==> config.mk <==
export PLATFORM = sky130hd
export DESIGN_NAME = decoder_9_to_512_bitmap
export DESIGN_NICKNAME = d
export VERILOG_FILES = /design/src/rtl/ppe_pkg.sv /design/src/rtl/onehot_decoder.sv /design/src/rtl/decoder_9_to_512_bitmap.sv
export SDC_FILE = /design/constraint.sdc
export NUM_CORES = 2
export LEC_CHECK = 0
export ABC_CLOCK_PERIOD_IN_PS = 3600
export CORE_ASPECT_RATIO = 1.75
export CORE_MARGIN = 2
export CORE_UTILIZATION = 45
export CTS_CLUSTER_DIAMETER = 100
export DETAILED_ROUTE_END_ITERATION = 12
export GPL_ROUTABILITY_DRIVEN = 0
export PLACE_DENSITY_LB_ADDON = 0.25
export RECOVER_POWER = 50
export SLEW_MARGIN = 20
export SYNTH_ARGS = -nofsm -noshare
export SYNTH_HDL_FRONTEND = slang
export SYNTH_SLANG_ARGS = --single-unit
==> constraint.sdc <==
create_clock -name clk -period 3.6 [get_ports clk]
set_input_delay 0.36 -clock clk [delete_from_list [all_inputs] [get_ports clk]]
set_output_delay 0.36 -clock clk [all_outputs]
set_load 0.01 [all_outputs]
==> src/rtl/ppe_pkg.sv <==
// Shared constants for the programmable priority encoder datapath:
// index/bitmap widths and the 2-bit command opcodes.
package ppe_pkg;

  localparam int IDX_W = 9;
  localparam int N     = 512;
  localparam int CNT_W = $clog2(N + 1);

  localparam logic [1:0] OP_SET     = 2'b00;
  localparam logic [1:0] OP_CLR     = 2'b01;
  localparam logic [1:0] OP_TOGGLE  = 2'b10;
  localparam logic [1:0] OP_CLR_ALL = 2'b11;

endpackage

==> src/rtl/onehot_decoder.sv <==
// Combinational index -> N-bit one-hot decoder.
// Out-of-range indices give an all-zero vector and raise range_err.
module onehot_decoder
  import ppe_pkg::*;
(
  input  logic [IDX_W-1:0] idx,
  output logic [N-1:0]     onehot,
  output logic             range_err
);

  // Decode the index; suppress the one-hot when it falls past the bitmap
  always_comb begin
    onehot    = '0;
    range_err = (32'(idx) >= 32'(N));
    if (!range_err) begin
      onehot[idx] = 1'b1;
    end
  end

endmodule

==> src/rtl/decoder_9_to_512_bitmap.sv <==
// Index-to-bitmap writer: two-stage set/clear/toggle pipeline with
// handshaked one-hot event output and registered population count.
module decoder_9_to_512_bitmap
  import ppe_pkg::*;
(
  input  logic             clk,
  input  logic             rst_n,
  input  logic             cmd_valid,
  output logic             cmd_ready,
  input  logic [1:0]       cmd_op,
  input  logic [IDX_W-1:0] cmd_idx,
  output logic             out_valid,
  input  logic             out_ready,
  output logic [N-1:0]     out_onehot,
  output logic             out_err,
  output logic [N-1:0]     bitmap,
  output logic [CNT_W-1:0] count,
  output logic             empty,
  output logic             full
);

  logic [N-1:0]     dec_onehot;
  logic             dec_err;

  logic             s1_valid_q, s1_valid_d;
  logic [1:0]       s1_op_q, s1_op_d;
  logic [N-1:0]     s1_onehot_q, s1_onehot_d;
  logic             s1_err_q, s1_err_d;

  logic             out_valid_q, out_valid_d;
  logic [N-1:0]     out_onehot_q, out_onehot_d;
  logic             out_err_q, out_err_d;
  logic [N-1:0]     bitmap_q, bitmap_d;
  logic [CNT_W-1:0] count_q, count_d;
  logic             empty_q, empty_d;
  logic             full_q, full_d;

  logic             s1_adv;
  logic             accept;
  logic             hit;

  onehot_decoder u_dec (
    .idx       (cmd_idx),
    .onehot    (dec_onehot),
    .range_err (dec_err)
  );

  // Handshake: S1 drains into S2 whenever the output slot is free or leaving
  always_comb begin
    s1_adv    = s1_valid_q & (~out_valid_q | out_ready);
    cmd_ready = ~s1_valid_q | s1_adv;
    accept    = cmd_valid & cmd_ready;
  end

  // S1 capture: CLR_ALL ignores its index, so it never carries a range error
  always_comb begin
    s1_valid_d  = s1_valid_q;
    s1_op_d     = s1_op_q;
    s1_onehot_d = s1_onehot_q;
    s1_err_d    = s1_err_q;
    if (accept) begin
      s1_valid_d = 1'b1;
      s1_op_d    = cmd_op;
      if (cmd_op == OP_CLR_ALL) begin
        s1_onehot_d = '0;
        s1_err_d    = 1'b0;
      end else begin
        s1_onehot_d = dec_onehot;
        s1_err_d    = dec_err;
      end
    end else if (s1_adv) begin
      s1_valid_d = 1'b0;
    end
  end

  // S2 apply: operate on the live bitmap so back-to-back commands chain
  always_comb begin
    hit          = |(bitmap_q & s1_onehot_q);
    out_valid_d  = out_valid_q & ~out_ready;
    out_onehot_d = out_onehot_q;
    out_err_d    = out_err_q;
    bitmap_d     = bitmap_q;
    count_d      = count_q;
    empty_d      = empty_q;
    full_d       = full_q;
    if (s1_adv) begin
      out_valid_d  = 1'b1;
      out_onehot_d = s1_onehot_q;
      out_err_d    = 1'b0;
      if (s1_err_q) begin
        out_onehot_d = '0;
        out_err_d    = 1'b1;
      end else begin
        unique case (s1_op_q)
          OP_SET: begin
            if (hit) begin
              out_onehot_d = '0;
              out_err_d    = 1'b1;
            end else begin
              bitmap_d = bitmap_q | s1_onehot_q;
              count_d  = count_q + CNT_W'(1);
            end
          end
          OP_CLR: begin
            if (!hit) begin
              out_onehot_d = '0;
              out_err_d    = 1'b1;
            end else begin
              bitmap_d = bitmap_q & ~s1_onehot_q;
              count_d  = count_q - CNT_W'(1);
            end
          end
          OP_TOGGLE: begin
            bitmap_d = bitmap_q ^ s1_onehot_q;
            if (hit) begin
              count_d = count_q - CNT_W'(1);
            end else begin
              count_d = count_q + CNT_W'(1);
            end
          end
          OP_CLR_ALL: begin
            out_onehot_d = '0;
            bitmap_d     = '0;
            count_d      = '0;
          end
        endcase
      end
      empty_d = (count_d == '0);
      full_d  = (count_d == CNT_W'(N));
    end
  end

  // State registers; reset drops anything in flight
  always_ff @(posedge clk or negedge rst_n) begin
    if (!rst_n) begin
      s1_valid_q   <= 1'b0;
      s1_op_q      <= OP_SET;
      s1_onehot_q  <= '0;
      s1_err_q     <= 1'b0;
      out_valid_q  <= 1'b0;
      out_onehot_q <= '0;
      out_err_q    <= 1'b0;
      bitmap_q     <= '0;
      count_q      <= '0;
      empty_q      <= 1'b1;
      full_q       <= 1'b0;
    end else begin
      s1_valid_q   <= s1_valid_d;
      s1_op_q      <= s1_op_d;
      s1_onehot_q  <= s1_onehot_d;
      s1_err_q     <= s1_err_d;
      out_valid_q  <= out_valid_d;
      out_onehot_q <= out_onehot_d;
      out_err_q    <= out_err_d;
      bitmap_q     <= bitmap_d;
      count_q      <= count_d;
      empty_q      <= empty_d;
      full_q       <= full_d;
    end
  end

  assign out_valid  = out_valid_q;
  assign out_onehot = out_onehot_q;
  assign out_err    = out_err_q;
  assign bitmap     = bitmap_q;
  assign count      = count_q;
  assign empty      = empty_q;
  assign full       = full_q;

endmodule
==> impl_metrics.toml <==
[job]
drv_cap = 6

[global_routing]
grt_overflow_total = 0
grt_max_degree = 223
grt_pass1_wl_um = 504000
antenna_found_initial = 13
grt_pass1_vias = 74977
grt_usage = 0.327

[synthesis]
ys.flop_type = "dfrtp_1"
synth_most_common_cell = "dfrtp_1"
yosysUniqueCellTypes = 64
post-synth-top-area-cell = "dfrtp_1"
syn_area_um2 = 90600
yosys-top-cells-count = "1,552 x dfrtp_1, 1,538 x ha_1, 1,027 x inv_1"
avgSynthCellArea_um2 = 10.8
synth-edff-count = 0
yosysSeqAreaShare = 0.429
synth_top_area_frac = 0.429
ys_warn_count = 0
ys_ff_latch = 1553
syn_inst = 8375
synth_area_leaders = "dfrtp_1 43%, ha_1 21%, a221oi_2 5.0%"
syn-num-nets = 9928
synthArstFlopShare = 1.00

[setup_path]
crit_required_ns = 4.29
cp.arrival_ns = 4.45
cp-start-kind = "flop"
critPathLaunch = "s1_onehot_q[315]$_DFFE_PN0P_"
path_class = "reg -> reg"
worst-path-max-fanout = 6
critPathCaptureType = "flop"
r2r-start = "s1_onehot_q[315]$_DFFE_PN0P_"

[drt]
via_count = 74358
wl_um = 351000
via_per_inst = 6.07
drt_iter0_drc = 6202
top_layer = "met5"
wl_met1_um = 133000
dr.pass1.iters = 6
route.antenna.remaining_nets = 0
met3_length_um = 34200
drcViolationCount = 0
wl_met2_um = 159000
wire_per_inst_um = 28.7

[floorplanning]
num_rows = 217
fp.dieW_um = 343
die_h_um = 598
start_util = 0.453
die_area_um2 = 205000
io_pins = 1054
core_um2 = 200000

[sta]
hold_violations = 0
finalMaxSlewViolations = 655
setup_viol = 682
tns_ns = -37.62
fmax_ghz = 0.266
fin_ws_ns = -0.157
fin_crit_ns = 3.76
fin_crit_sh = 1.04
tightestPinTransition_ns = 2.36
slew_headroom = -0.572
rsz0062_at_grt = "true"
finClkSkew_ns = 0.0587

[place]
dp.final_hpwl_um = 234000
portBuffers = 1053
dp_slack_ns = -0.908
dpl-instance-area_um2 = 106000

[clocking]
htreeDepth = 4
clock_path_buffers = 4
insertion_delay_ns = 0.83
cts_tree = "built"
root_buffer = "clkbuf_16"
numCtsBuffers = 162
clk_pin_slew_ns = 0.06
clkSinkCount = 1553

[run_status]
violations = "max-capacitance violations, max-slew violations, negative setup slack"
status = "finished, violations left"

[layout]
area_growth_pct = 26.5
fin_nets = 11054
drive_gt1_frac = 0.161
design_area_um2 = 115000

[worst_hold_path]
worst_hold_path_type = "in -> reg"
worstHoldStart = "cmd_valid"

[power]
power_density_nw_per_um2 = 655
max-vdd-ir-drop_mv = 0.389
leakage_nw = 52.3
-- power by group --
group          switching [W]  internal (W)
registers            0.00379        0.0204
logic                 0.0186        0.0144
clock network        0.00756        0.0102
total                 0.0300        0.0450
-- sequential cells by signal, summed over array words and instances, names as in the netlist --
name,cells
count,10
s1_onehot_q,512
bitmap,512
s1_valid_q,1
full,1
out_onehot,512
out_valid,1
s1_op_q,2
empty,1
out_err,1
-- logic make-up (layout without fill, tap and decap cells) --
| family | count (synthesis) | in the layout | share of synthesized area |
|---|---|---|---|
| mux | 6 | 6 | 0.000691 |
| fa+ha+maj | 1538 | 1538 | 0.212 |
| flops | 1553 | 1553 | 0.429 |
| compound gates | 2623 | 2623 | 0.235 |
| simple gates | 968 | 968 | 0.0478 |
| other cells | 0 | 7 | 0 |
| xor+xnor | 1 | 1 | 0.0000967 |
| buf+inv | 1686 | 2928 | 0.0745 |
-- area by class of cell --
class                   count  area [µm²]
fillers                 16756       85200
multi-input cells        5136       46600
flip-flops and latches   1553       38900
repair buffers           1619       16500
clock buffers             229        4660
inverters                1029        3870
well taps                2628        3290
clock inverters            51         736
diodes                      7        17.5
-- path summary, 6_finish.rpt --
path / endpoint / slack, ns / cells after the start
worst max register to register: bitmap[367]$_DFFE_PN0P_ / -0.16 / 16
worst max-delay path: bitmap[367]$_DFFE_PN0P_ / -0.16 / 16
worst min-delay path: s1_valid_q$_DFFE_PN0P_ / 0.18 / 2
worst min register to register: out_err$_DFFE_PN0P_ / 0.50 / 1
max in group asynchronous: out_onehot[417]$_DFFE_PN0P_ / 0.29 / 3
min in group asynchronous: s1_onehot_q[239]$_DFFE_PN0P_ / 0.68 / 2
-- timing repair --
action	in CTS	in global routing
hold endpoints to repair	69	0
pin swaps	26	12
gates cloned	4	25
buffers inserted	41	47
hold buffers	1	0
endpoints found under the setup margin	1037	984
resized for setup	124	156
-- metrics by stage --
step / utilization / cells / total power, W / hold WS [ns]
final: 0.573 / 12252 / 0.0750 / 0.179
after CTS: 0.564 / 12173 / 0.0732 / 0.139
after global routing: 0.573 / 12247 / 0.0791 / 0.175
after detailed placement: 0.531 / 11849 / 0.0547 / 0.421
after floorplan: - / 8375 / 0.0395 / 0.0644
after global placement: 0.531 / 11849 / 0.0530 / 0.414
-- placed cells by master (no fill, tap or decap), types with 178 or more instances in the layout --
cell / n
a221oi_2: 266
a22o_1: 512
o32ai_1: 288
dfrtp_1: 1544
a21oi_1: 226
clkdlybuf4s50_1: 1050
inv_1: 1027
clkbuf_16: 184
nand2_1: 666
a221oi_1: 178
o21ai_0: 622
a21oi_2: 301
ha_1: 1519
buf_4: 393
-- routing by layer --
layer  vias to the layer above  track usage
li1                      32062            -
met1                     37913        0.402
met2                      3499        0.513
met3                       876       0.0903
met4                         8        0.192
met5                         -            0
-- critical path, stage by stage (launching register included) --
cell	delay, ns
dfrtp_1	0.42
ha_2	0.22
nor4_4	0.32
buf_4	0.19
nand4_1	0.16
nor4_4	0.44
buf_6	0.20
nand4_1	0.21
nor2_4	0.20
nand2_2	0.08
a31o_4	0.30
buf_6	0.14
buf_16	0.15
buf_16	0.17
buf_12	0.15
a221oi_2	0.21
a21oi_2	0.05
Power figures use the tool's default switching activity.
